`src/rtl/mem_arbiter_if.sv`:
```
// mem_arbiter_if: bundle of the core-side request/response ports and the
// RAM-side issue/read-data port of mem_arbiter.
//   slave  modport : used by mem_arbiter (takes requests and read data, drives
//                    grants, responses and the RAM command)
//   master modport : used by the environment (core + RAM model)
// Signals:
//   i_req/i_addr -> i_gnt, i_rvalid, i_rdata        instruction read port
//   d_req/d_we/d_addr/d_wdata -> d_gnt, d_rvalid, d_rdata, d_err   data port
//   mem_en/mem_wr/mem_addr/mem_wdata -> RAM, mem_rdata <- RAM
interface mem_arbiter_if #(
    parameter int unsigned DWIDTH = 32
);
    logic              i_req;
    logic [31:0]       i_addr;
    logic              i_gnt;
    logic              i_rvalid;
    logic [DWIDTH-1:0] i_rdata;

    logic              d_req;
    logic              d_we;
    logic [31:0]       d_addr;
    logic [DWIDTH-1:0] d_wdata;
    logic              d_gnt;
    logic              d_rvalid;
    logic [DWIDTH-1:0] d_rdata;
    logic              d_err;

    logic              mem_en;
    logic              mem_wr;
    logic [31:0]       mem_addr;
    logic [DWIDTH-1:0] mem_wdata;
    logic [DWIDTH-1:0] mem_rdata;

    modport slave (
        input  i_req, i_addr, d_req, d_we, d_addr, d_wdata, mem_rdata,
        output i_gnt, i_rvalid, i_rdata, d_gnt, d_rvalid, d_rdata, d_err,
        output mem_en, mem_wr, mem_addr, mem_wdata
    );

    modport master (
        output i_req, i_addr, d_req, d_we, d_addr, d_wdata, mem_rdata,
        input  i_gnt, i_rvalid, i_rdata, d_gnt, d_rvalid, d_rdata, d_err,
        input  mem_en, mem_wr, mem_addr, mem_wdata
    );
endinterface

```
`src/rtl/mem_arbiter.sv`:
```
// mem_arbiter: two-master (instruction fetch / data) arbiter and 2-stage
// request pipeline in front of a single-port RAM.
//   Cycle N   : combinational grant (i_gnt/d_gnt) from req inputs.
//   Cycle N+1 : registered RAM command (mem_en/mem_wr/mem_addr/mem_wdata);
//               out-of-range data accesses are dropped here and flag d_err.
//   Cycle N+2 : registered read data + one-cycle rvalid to the owning port.
// Ports: clk, rstn (async active-low), bus (mem_arbiter_if.slave).
// Build option: MEM_ARB_FIXED_PRIO_EN -> data port always wins contention
// (no round-robin state); undefined -> round-robin on contention.
module mem_arbiter #(
    parameter int unsigned AWIDTH = 8,
    parameter int unsigned DWIDTH = 32
) (
    input  logic         clk,
    input  logic         rstn,
    mem_arbiter_if.slave bus
);

    typedef enum logic {
        PORT_I = 1'b0,
        PORT_D = 1'b1
    } port_e;

    logic i_gnt_c;
    logic d_gnt_c;
    logic d_oor_c;

    // Issue stage registers
    logic              mem_en_q,    mem_en_d;
    logic              mem_wr_q,    mem_wr_d;
    logic [31:0]       mem_addr_q,  mem_addr_d;
    logic [DWIDTH-1:0] mem_wdata_q, mem_wdata_d;
    logic              d_err_q,     d_err_d;
    logic              rd_pend_q,   rd_pend_d;
    port_e             rd_owner_q,  rd_owner_d;

    // Response stage registers
    logic              i_rvalid_q,  i_rvalid_d;
    logic              d_rvalid_q,  d_rvalid_d;
    logic [DWIDTH-1:0] i_rdata_q,   i_rdata_d;
    logic [DWIDTH-1:0] d_rdata_q,   d_rdata_d;

    // Data address beyond the RAM's word range
    assign d_oor_c = (bus.d_addr >> AWIDTH) != 32'd0;

`ifdef MEM_ARB_FIXED_PRIO_EN
    assign d_gnt_c = bus.d_req;
    assign i_gnt_c = bus.i_req & ~bus.d_req;
`else
    port_e rr_last_q, rr_last_d;

    // On contention the port that did not win last time goes first
    assign i_gnt_c = bus.i_req & (~bus.d_req | (rr_last_q == PORT_D));
    assign d_gnt_c = bus.d_req & (~bus.i_req | (rr_last_q == PORT_I));

    always_comb begin
        rr_last_d = rr_last_q;
        if (d_gnt_c) begin
            rr_last_d = PORT_D;
        end else if (i_gnt_c) begin
            rr_last_d = PORT_I;
        end
    end

    always_ff @(posedge clk or negedge rstn) begin
        if (!rstn) begin
            rr_last_q <= PORT_D;
        end else begin
            rr_last_q <= rr_last_d;
        end
    end
`endif

    // Next-state for issue and response stages
    always_comb begin
        mem_en_d    = 1'b0;
        mem_wr_d    = 1'b0;
        mem_addr_d  = mem_addr_q;
        mem_wdata_d = mem_wdata_q;
        d_err_d     = 1'b0;
        rd_pend_d   = 1'b0;
        rd_owner_d  = rd_owner_q;

        if (i_gnt_c) begin
            mem_en_d    = 1'b1;
            mem_addr_d  = bus.i_addr;
            mem_wdata_d = bus.d_wdata;
            rd_pend_d   = 1'b1;
            rd_owner_d  = PORT_I;
        end else if (d_gnt_c) begin
            if (d_oor_c) begin
                // Granted but never reaches the RAM
                d_err_d = 1'b1;
            end else begin
                mem_en_d    = 1'b1;
                mem_wr_d    = bus.d_we;
                mem_addr_d  = bus.d_addr;
                mem_wdata_d = bus.d_wdata;
                rd_pend_d   = ~bus.d_we;
                rd_owner_d  = PORT_D;
            end
        end

        // Read issued last cycle: capture RAM data for its owner
        i_rvalid_d = rd_pend_q & (rd_owner_q == PORT_I);
        d_rvalid_d = rd_pend_q & (rd_owner_q == PORT_D);
        i_rdata_d  = i_rvalid_d ? bus.mem_rdata : i_rdata_q;
        d_rdata_d  = d_rvalid_d ? bus.mem_rdata : d_rdata_q;
    end

    // Pipeline state
    always_ff @(posedge clk or negedge rstn) begin
        if (!rstn) begin
            mem_en_q    <= 1'b0;
            mem_wr_q    <= 1'b0;
            mem_addr_q  <= 32'd0;
            mem_wdata_q <= '0;
            d_err_q     <= 1'b0;
            rd_pend_q   <= 1'b0;
            rd_owner_q  <= PORT_I;
            i_rvalid_q  <= 1'b0;
            d_rvalid_q  <= 1'b0;
            i_rdata_q   <= '0;
            d_rdata_q   <= '0;
        end else begin
            mem_en_q    <= mem_en_d;
            mem_wr_q    <= mem_wr_d;
            mem_addr_q  <= mem_addr_d;
            mem_wdata_q <= mem_wdata_d;
            d_err_q     <= d_err_d;
            rd_pend_q   <= rd_pend_d;
            rd_owner_q  <= rd_owner_d;
            i_rvalid_q  <= i_rvalid_d;
            d_rvalid_q  <= d_rvalid_d;
            i_rdata_q   <= i_rdata_d;
            d_rdata_q   <= d_rdata_d;
        end
    end

    assign bus.i_gnt     = i_gnt_c;
    assign bus.d_gnt     = d_gnt_c;
    assign bus.mem_en    = mem_en_q;
    assign bus.mem_wr    = mem_wr_q;
    assign bus.mem_addr  = mem_addr_q;
    assign bus.mem_wdata = mem_wdata_q;
    assign bus.d_err     = d_err_q;
    assign bus.i_rvalid  = i_rvalid_q;
    assign bus.d_rvalid  = d_rvalid_q;
    assign bus.i_rdata   = i_rdata_q;
    assign bus.d_rdata   = d_rdata_q;

endmodule
```
`src/flat_wrapper.sv`:
```
// flat-port wrapper written by rule: the top's interface ports become plain ports
module mem_arbiter_flat 
#(
    parameter int unsigned AWIDTH = 8,
    parameter int unsigned DWIDTH = 32
)
  (clk, rstn, bus_i_req, bus_i_addr, bus_d_req, bus_d_we, bus_d_addr, bus_d_wdata, bus_mem_rdata, bus_i_gnt, bus_i_rvalid, bus_i_rdata, bus_d_gnt, bus_d_rvalid, bus_d_rdata, bus_d_err, bus_mem_en, bus_mem_wr, bus_mem_addr, bus_mem_wdata);
  mem_arbiter_if #(.DWIDTH(DWIDTH)) bus_i ();
  input  logic clk;
  input  logic rstn;
  input wire logic [$bits(bus_i.i_req)-1:0] bus_i_req;
  input wire logic [$bits(bus_i.i_addr)-1:0] bus_i_addr;
  input wire logic [$bits(bus_i.d_req)-1:0] bus_d_req;
  input wire logic [$bits(bus_i.d_we)-1:0] bus_d_we;
  input wire logic [$bits(bus_i.d_addr)-1:0] bus_d_addr;
  input wire logic [$bits(bus_i.d_wdata)-1:0] bus_d_wdata;
  input wire logic [$bits(bus_i.mem_rdata)-1:0] bus_mem_rdata;
  output wire logic [$bits(bus_i.i_gnt)-1:0] bus_i_gnt;
  output wire logic [$bits(bus_i.i_rvalid)-1:0] bus_i_rvalid;
  output wire logic [$bits(bus_i.i_rdata)-1:0] bus_i_rdata;
  output wire logic [$bits(bus_i.d_gnt)-1:0] bus_d_gnt;
  output wire logic [$bits(bus_i.d_rvalid)-1:0] bus_d_rvalid;
  output wire logic [$bits(bus_i.d_rdata)-1:0] bus_d_rdata;
  output wire logic [$bits(bus_i.d_err)-1:0] bus_d_err;
  output wire logic [$bits(bus_i.mem_en)-1:0] bus_mem_en;
  output wire logic [$bits(bus_i.mem_wr)-1:0] bus_mem_wr;
  output wire logic [$bits(bus_i.mem_addr)-1:0] bus_mem_addr;
  output wire logic [$bits(bus_i.mem_wdata)-1:0] bus_mem_wdata;
  assign bus_i.i_req = bus_i_req;
  assign bus_i.i_addr = bus_i_addr;
  assign bus_i.d_req = bus_d_req;
  assign bus_i.d_we = bus_d_we;
  assign bus_i.d_addr = bus_d_addr;
  assign bus_i.d_wdata = bus_d_wdata;
  assign bus_i.mem_rdata = bus_mem_rdata;
  assign bus_i_gnt = bus_i.i_gnt;
  assign bus_i_rvalid = bus_i.i_rvalid;
  assign bus_i_rdata = bus_i.i_rdata;
  assign bus_d_gnt = bus_i.d_gnt;
  assign bus_d_rvalid = bus_i.d_rvalid;
  assign bus_d_rdata = bus_i.d_rdata;
  assign bus_d_err = bus_i.d_err;
  assign bus_mem_en = bus_i.mem_en;
  assign bus_mem_wr = bus_i.mem_wr;
  assign bus_mem_addr = bus_i.mem_addr;
  assign bus_mem_wdata = bus_i.mem_wdata;
  mem_arbiter #(.AWIDTH(AWIDTH), .DWIDTH(DWIDTH)) u_core (.clk(clk), .rstn(rstn), .bus(bus_i));
endmodule
```
`config.mk`:
```
export PLATFORM = sky130hd
export DESIGN_NAME = mem_arbiter_flat
export DESIGN_NICKNAME = d
export VERILOG_FILES = /design/src/rtl/mem_arbiter_if.sv /design/src/rtl/mem_arbiter.sv /design/src/flat_wrapper.sv
export SDC_FILE = /design/constraint.sdc
export NUM_CORES = 1
export LEC_CHECK = 0
export BUFFER_PORTS_ARGS = -buffer_cell sky130_fd_sc_hd__clkbuf_2
export CORE_MARGIN = 4
export CORE_UTILIZATION = 45
export CTS_CLUSTER_SIZE = 24
export DETAILED_ROUTE_END_ITERATION = 10
export PLACE_DENSITY = 0.83
export SLEW_MARGIN = 20
export SYNTH_ARGS = -nofsm -noshare
export SYNTH_HDL_FRONTEND = slang
export SYNTH_SLANG_ARGS = --single-unit
```
`constraint.sdc`:
```
create_clock -name clk -period 2 [get_ports clk]
set_clock_uncertainty 0.1 [all_clocks]
set_input_delay 0.3 -clock clk [delete_from_list [all_inputs] [get_ports clk]]
set_output_delay 0.3 -clock clk [all_outputs]
set_load 0.1 [all_outputs]
```
== Word level (Yosys, flattened, before mapping) ==
Cells that the tools add are included.
Storage, ports and cells
  input port bits: 133
  output and inout port bits: 135
  flip-flop bits (word level): 136
  word-level logic and storage cells: 50
Operators by class
  bitwise operators: 11
  reduce and logical (&&, ||, !) cells: 3
  muxes and demuxes: 23
  equal/unequal tests: 1
Operators by type and width (count)
  32-bit two-way mux: 6
  32-bit nonzero test: 1
  1-bit two-way mux: 17
  1-bit inverter: 5
  1-bit AND: 4
  2-bit != test (second input constant): 1
  1-bit OR: 2
  2-bit AND reduction: 1
  2-bit nonzero test: 1

== Logic depth before layout (Yosys ltp) ==
Gate-level depths: netlist of the first run.
  depth after elaboration: 5
  depth in mapped cells: 6
  mapped depth without buffers: 5

== Worst setup path before layout of the first run ==
Ideal clock, no wire load.
  path type: reg2out
  start point: reg u_core.rr_last_q
  end point: out bus_i_gnt
  slack: -0.369 ns
  arrival: 1.969 ns
  stages on the path, launching flop included: 5
  buffers on the path: 1
  data required time: 1.600 ns
  cells stage by stage: dfstp_2 -> nand2b_1 -> nand2_1 -> inv_2 -> clkbuf_1
Between the ends
  word-level cells in the longest chain between the ends: 2
Ends and longest elaborated chain
  from (decl): line mem_arbiter.sv:50  | port_e rr_last_q, rr_last_d;
  from (signal assigned): line mem_arbiter.sv:69  | rr_last_q <= rr_last_d;
  1-bit OR: line mem_arbiter.sv:53  | assign i_gnt_c = bus.i_req & (~bus.d_req | (rr_last_q == PORT_D));
  1-bit AND: line mem_arbiter.sv:53
  to (decl): line flat_wrapper.sv:18  | output wire logic [$bits(bus_i.i_gnt)-1:0] bus_i_gnt;
No other way between the ends.

== Worst setup path in the final report of the first run ==
Ends and elaborated chain as after synthesis.

==> reports/metrics.csv, run 1 <==
stage,metric,value,unit
cells_and_area,antennaDiodeCount,0,
grt,grt.total_usage,0.2171,
setup_path,slowest_delay,0.54,ns
setup_path,cp.required,1.60,ns
clock_network,numCtsBuffers,17,
cells_and_area,syn2layout_area_growth,45.38,%
route,wl_met3,1175,µm
floorplanning,die_area,13390,µm²
setup_path,slowest_stage,dfstp_2,
clock_network,cts.sinks,136,
cells_and_area,fin_area,7592,µm²
yosys,ys_ff_latch,136,
placement,gp_congestion,0.9559,
yosys,avgSynthCellArea,13.60,µm²
sta,fmax,519.2,MHz
grt,antenna_found_initial,0,
placement,placed_cell_area,6843,µm²
yosys,synth_nets,517,
sta,finalCritPeriodShare,0.9631,
route,first_pass_iters,4,
floorplanning,start_util,0.4593,
floorplanning,io_pins,268,
cells_and_area,instances_no_fill,827,
clock_network,cts_tree,built,
floorplanning,die_y,115.7,µm
floorplanning,num_rows,39,
route,wl_met2,7859,µm
route,route.detailed.drc,0,
grt,grt_pass1_wl,22410,µm
yosys,synth_cell_types,26,
setup_path,critPathCaptureType,primary output,
route,drt-total-wl,14470,µm
route,vias,4167,
placement,dp_hpwl,10760,µm
clock_network,clk_latency,0.40,ns
clock_network,cts_root_buffer,clkbuf_16,
cells_and_area,nets,804,
power,p_leak,0.003781,µW
sta,finalSetupViolCount,0,
route,postRouteAntennaNets,0,
route,highest_layer,met4,
sta,rsz0062_at_grt,no,
route,drtIter0Drc,236,
floorplanning,core,11370,µm²
power,power,10540,µW
yosys,synth-seq-area-share,0.6519,
sta,finalCriticalPeriod,1.926,ns
route,drt-vias-per-instance,5.039,
clock_network,clock_path_buffers,2,
flow_run,maxCapViolCount,0,
power,max-vdd-ir-drop,849.2,µV
setup_path,cp_max_fo,4,
placement,dp.cells,785,
cells_and_area,fillers,836,
placement,io_buffers,267,
floorplanning,fp.dieW,115.7,µm
sta,worst_pin_slew,0.6028,ns
grt,grt_start_max_net_pins,51,
sta,final_hold_viol_count,0,
setup_path,critPathKind,register to primary output,
setup_path,critPathLaunchType,register,
yosys,yosysWarnings,0,
cells_and_area,drive_gt1_frac,0.6038,
setup_path,crit_chain,"nand2b_1, nand2_1, inv_4, buf_12",
status,outcome,finished clean,
setup_path,critical_path_arrival,1.53,ns
sta,slew_violations,0,
grt,grt_pass1_vias,4436,
clock_network,clkTransAtPathRegs,0.06,ns
yosys,syn_area,5223,µm²
worst_hold_path,min_path_type,primary input to register,
clock_network,htreeDepth,4,
power,p_per_area,1389,nW/µm²
grt,grt_overflow,0,
yosys,syn_inst,384,
route,drt-met1-wl,5247,µm
route,avgRoutedWirePerCell,17.50,µm
sta,maxSlewHeadroom,0.5944,
[where the power goes]
group	internal [µW]	total [µW]	switching (µW)
Sequential	3110	3320	206
Combinational	640	3830	3190
Clock	2220	3400	1180
Total	5970	10500	4570
[worst paths after layout]
kind	end	startpoint	cells past startpoint	slack, ns
min	u_core.bus.mem_addr[31]	bus_i_addr[31]	3	0.01
max reg2reg	u_core.bus.mem_wdata[9]	u_core.rr_last_q	5	0.12
min reg2reg	u_core.rr_last_q	u_core.rr_last_q	2	0.38
min in group asynchronous	u_core.bus.d_rdata[13]	rstn	2	0.32
max in group asynchronous	u_core.rr_last_q	rstn	3	0.83
max	bus_i_gnt	u_core.rr_last_q	4	0.07
[cells by family (layout without fill, tap and decap cells)]
family          after synthesis  in the layout  synth area share
compound gates               46             46           0.05007
buf+inv                      26            326           0.02324
flops                       136            136            0.6519
mux                          96             96            0.2070
simple gates                 80             80           0.06780
[critical path: cells and delay by family (launching register included)]
kind / cells / cell delay (ns)
DFF: 1 / 0.54
buffers and inverters: 2 / 0.30
and+or+nand+nor: 2 / 0.28
[metrics by stage]
step                hold slack (ns)  setup WS [ns]  utilization  TNS, ns
floorplan                  -0.09559         0.1229            -        0
global placement             0.1734        -0.1717       0.6018   -7.531
detailed placement           0.1811        -0.2619       0.6018   -11.59
CTS                       0.0004014        0.05030       0.6678        0
global route               0.003363       0.001399       0.6678        0
finish                      0.01362        0.07379       0.6678        0
[registers in the layout, summed over array words and instances, names as in the netlist]
signal / cells
u_core.bus.d_rdata: 32
u_core.bus.i_rdata: 32
u_core.bus.mem_addr: 32
u_core.bus.mem_wdata: 32
u_core.bus.d_err: 1
u_core.bus.d_rvalid: 1
u_core.bus.i_rvalid: 1
u_core.bus.mem_en: 1
u_core.bus.mem_wr: 1
u_core.rd_owner_q: 1
u_core.rd_pend_q: 1
u_core.rr_last_q: 1
[cell type report]
type                            count  area (µm²)  share of cell area
Inverter                            3       13.76            0.001813
Clock inverter                     15       224.0             0.02950
Sequential cell                   136        3405              0.4484
Clock buffer                       17       425.4             0.05603
Timing Repair Buffer              291        1647              0.2169
Tap cell                          143       178.9             0.02357
Multi-Input combinational cell    222        1699              0.2238
[per-layer routing]
metal	up-vias	GRT usage
li1	1920	-
met1	2022	0.2470
met2	209	0.3939
met3	16	0.06371
met4	0	0.06806
met5	-	0
[cell usage in the layout (no fill, tap or decap), types with 2 or more instances in the layout]
| cell type | synthesis | routed |
|---|---|---|
| dfrtp_1 | 135 | 135 |
| nor4_1 | 6 | 6 |
| clkbuf_16 | 0 | 17 |
| a31oi_1 | 8 | 8 |
| buf_12 | 0 | 8 |
| dlygate4sd3_1 | 0 | 9 |
| mux2_2 | 95 | 95 |
| buf_4 | 0 | 10 |
| a21boi_0 | 2 | 2 |
| clkinvlp_4 | 0 | 2 |
| inv_1 | 2 | 2 |
| nor2_1 | 9 | 9 |
| inv_6 | 0 | 2 |
| nand4_1 | 9 | 9 |
| clkinv_4 | 0 | 3 |
| o21ai_0 | 33 | 33 |
| clkbuf_2 | 0 | 264 |
| clkinv_2 | 0 | 3 |
| nand2_1 | 50 | 50 |
| bufinv_16 | 0 | 5 |
[what timing repair did]
action,4_1_cts,5_1_grt
resized for setup,1,0
endpoints found under the hold margin,39,0
setup endpoints to repair,1,0
setup buffers,1,0
hold buffers,9,0
[cells in the mapped netlist]
cell	number	area (µm²)
dfrtp_1	135	3378
mux2_2	95	1070
nand2_1	50	187.7
o21ai_0	33	165.2
clkbuf_1	16	60.06
nand4_1	9	56.30
nor2_1	9	33.78
a31oi_1	8	50.05
nor4_1	6	37.54
buf_1	3	11.26
buf_6	3	33.78
a21boi_0	2	15.01
inv_1	2	7.510
and2_1	1	6.260
and3_1	1	6.260
and4_1	1	8.760
buf_2	1	5.000
dfstp_2	1	26.28
inv_2	1	3.750
mux2_1	1	11.26
nand2b_1	1	6.260
nand3_1	1	5.000
nor2b_1	1	6.260
o21a_1	1	7.510
o21ai_4	1	16.27
o31ai_1	1	7.510
Note: power is estimated with default switching activity, not from simulation.
==> inputs of run 2 (changes only) <==
--- a/config.mk
+++ b/config.mk
@@ -10,6 +10,7 @@
 export CORE_UTILIZATION = 45
 export CTS_CLUSTER_SIZE = 24
 export DETAILED_ROUTE_END_ITERATION = 10
+export HOLD_SLACK_MARGIN = 0.03
 export PLACE_DENSITY = 0.83
 export SLEW_MARGIN = 20
 export SYNTH_ARGS = -nofsm -noshare
==> run 2 against run 1 <==
Effect of this change:
- fmax is 0.92% lower
- worst hold slack improved by 0.028 ns
- count of clock-buffer cells in the layout unchanged
- wire length is 7.3% higher
- sequential cell count unchanged
- critical path depth grew 2
- sequential share of layout area down 2.3 points
- first-iteration DRC count is 14% lower
- register-to-register slack barely moved
- final cell count rose by 5.1%
- via count is 5.5% higher
==> reports/metrics.csv, run 2 (synthesized netlist as in run 1, its figures left out) <==
stage,metric,value,unit,change
status,outcome,finished clean,,
clock_network,clk_latency,0.40,ns,about the same
grt,grt_pass1_wl,23940,µm,+6.8%
sta,finalCritPeriodShare,0.9721,,+0.008985
floorplanning,fp.dieW,115.7,µm,unchanged
cells_and_area,final_common_cell,clkbuf_2,,
power,p_per_area,1329,nW/µm²,-4.3%
floorplanning,io_pins,268,,unchanged
grt,grt_start_max_net_pins,51,,unchanged
sta,final_hold_viol_count,0,,unchanged
route,drt-total-wl,15530,µm,+7.3%
flow_run,maxCapViolCount,0,,unchanged
route,avgRoutedWirePerCell,17.87,µm,+2.1%
cells_and_area,drive_gt1_frac,0.5697,,-0.03415
worst_hold_path,min_path_type,primary input to register,,
sta,rsz0062_at_grt,no,,
setup_path,critical_path_arrival,2.12,ns,+0.59 ns
cells_and_area,fin_area,8005,µm²,+5.4%
grt,grt.total_usage,0.2334,,+0.01631
route,vias,4397,,+5.5%
clock_network,htreeDepth,4,,unchanged
floorplanning,core,11370,µm²,unchanged
route,drtIter0Drc,202,,-14%
sta,finalSetupViolCount,0,,unchanged
clock_network,cts_root_buffer,clkbuf_16,,
sta,worst_pin_slew,0.6893,ns,+0.08647 ns
floorplanning,start_util,0.4593,,unchanged
route,first_pass_iters,4,,unchanged
cells_and_area,syn2layout_area_growth,53.28,%,
power,max-vdd-ir-drop,851.8,µV,+0.31%
placement,dp_hpwl,10760,µm,unchanged
floorplanning,num_rows,39,,unchanged
clock_network,clkTransAtPathRegs,0.06,ns,about the same
clock_network,clock_path_buffers,2,,unchanged
grt,grt_pass1_vias,4759,,+7.3%
placement,gp_congestion,0.9559,,unchanged
clock_network,cts.sinks,136,,unchanged
setup_path,cp.required,2.18,ns,+0.58 ns
route,postRouteAntennaNets,0,,unchanged
sta,fmax,514.4,MHz,-0.92%
placement,io_buffers,267,,unchanged
sta,maxSlewHeadroom,0.5363,,-0.05818
clock_network,numCtsBuffers,17,,unchanged
setup_path,critPathCaptureType,register,,
cells_and_area,mostFrequentLayoutCells,"264 x clkbuf_2, 135 x dfrtp_1, 95 x mux2_2, 50 x nand2_1, 50 x dlygate4sd3_1",,
route,drt-vias-per-instance,5.060,,+0.42%
placement,placed_cell_area,6843,µm²,unchanged
power,p_leak,0.003952,µW,+4.5%
setup_path,cp_max_fo,10,,+6
setup_path,critPathKind,primary input to register,,
sta,finalCriticalPeriod,1.944,ns,+0.01797 ns
floorplanning,die_area,13390,µm²,unchanged
route,route.detailed.drc,0,,unchanged
floorplanning,die_y,115.7,µm,unchanged
cells_and_area,nets,845,,+5.1%
clock_network,cts_tree,built,,
grt,antenna_found_initial,0,,unchanged
sta,fin_tns_setup,0,ns,unchanged
setup_path,critPathLaunchType,primary input,,
grt,grt_overflow,0,,unchanged
sta,slew_violations,0,,unchanged
## run 2: cell count changes in the layout (fill, tap and decap cells not counted), sizes merged
cell | before | now
diode | 0 | 1
dlygate4sd3 | 9 | 50
## run 2: path summary, 6_finish.rpt
path	from	slack, ns	cells past startpoint	endpoint
max	bus_d_addr[22]	0.06	6	u_core.bus.mem_wdata[9]
max reg2reg	u_core.rr_last_q	0.12	5	u_core.bus.mem_wdata[9]
min in group asynchronous	rstn	0.32	2	u_core.bus.d_rdata[19]
max in group asynchronous	rstn	0.84	3	u_core.rr_last_q
min	bus_mem_rdata[6]	0.04	2	u_core.bus.d_rdata[6]
min reg2reg	u_core.rr_last_q	0.38	2	u_core.rr_last_q
## run 2: layout make-up
type | instances | area [µm²]
sequential | 136 | 3405
fill | 755 | 3364
timing repair buffer | 332 | 2057
multi-input combinational | 222 | 1699
clock buffer | 17 | 425.4
clock inverter | 15 | 224.0
tap | 143 | 178.9
inverter | 3 | 13.76
antenna | 1 | 2.502
## run 2: timing repair
item                       4_1_cts  5_1_grt
hold endpoints to repair        78        2
setup endpoints to repair        1        0
gates resized for setup          1        0
hold buffers                    48        2
setup buffers                    1        0
## run 2: routing by layer
layer,up-vias,GRT usage,part of all wire
li1,2006,-,-
met1,2136,0.2540,0.35
met2,222,0.4209,0.54
met3,33,0.06736,0.078
met4,0,0.1060,0.031
met5,-,0,0
## run 2: through the flow
| step | hold WS [ns] | std cells | utilization | worst slack, ns | total power (µW) |
|---|---|---|---|---|---|
| 2_1_floorplan | -0.09559 | 384 | - | 0.1229 | 6395 |
| 3_3_place_gp | 0.1734 | 785 | 0.6018 | -0.1717 | 7117 |
| 3_5_place_dp | 0.1811 | 785 | 0.6018 | -0.2619 | 7188 |
| 4_1_cts | 0.03028 | 866 | 0.7021 | 0.05030 | 10690 |
| 5_1_grt | 0.03225 | 868 | 0.7039 | 0.002733 | 10980 |
| 6_report | 0.04184 | 869 | 0.7041 | 0.05582 | 10640 |
## run 2: critical path: stages
cell,delay [ns]
clkbuf_2,0.11
nor4_1,0.61
nand3_1,0.28
o21ai_4,0.25
buf_4,0.22
mux2_2,0.35
## run 2: report_power, final
part           leakage, µW  internal (µW)  switching [µW]
Combinational      0.00203            692            3210
Sequential         0.00160           3110             208
Clock             0.000314           2220            1190
Total              0.00395           6020            4610
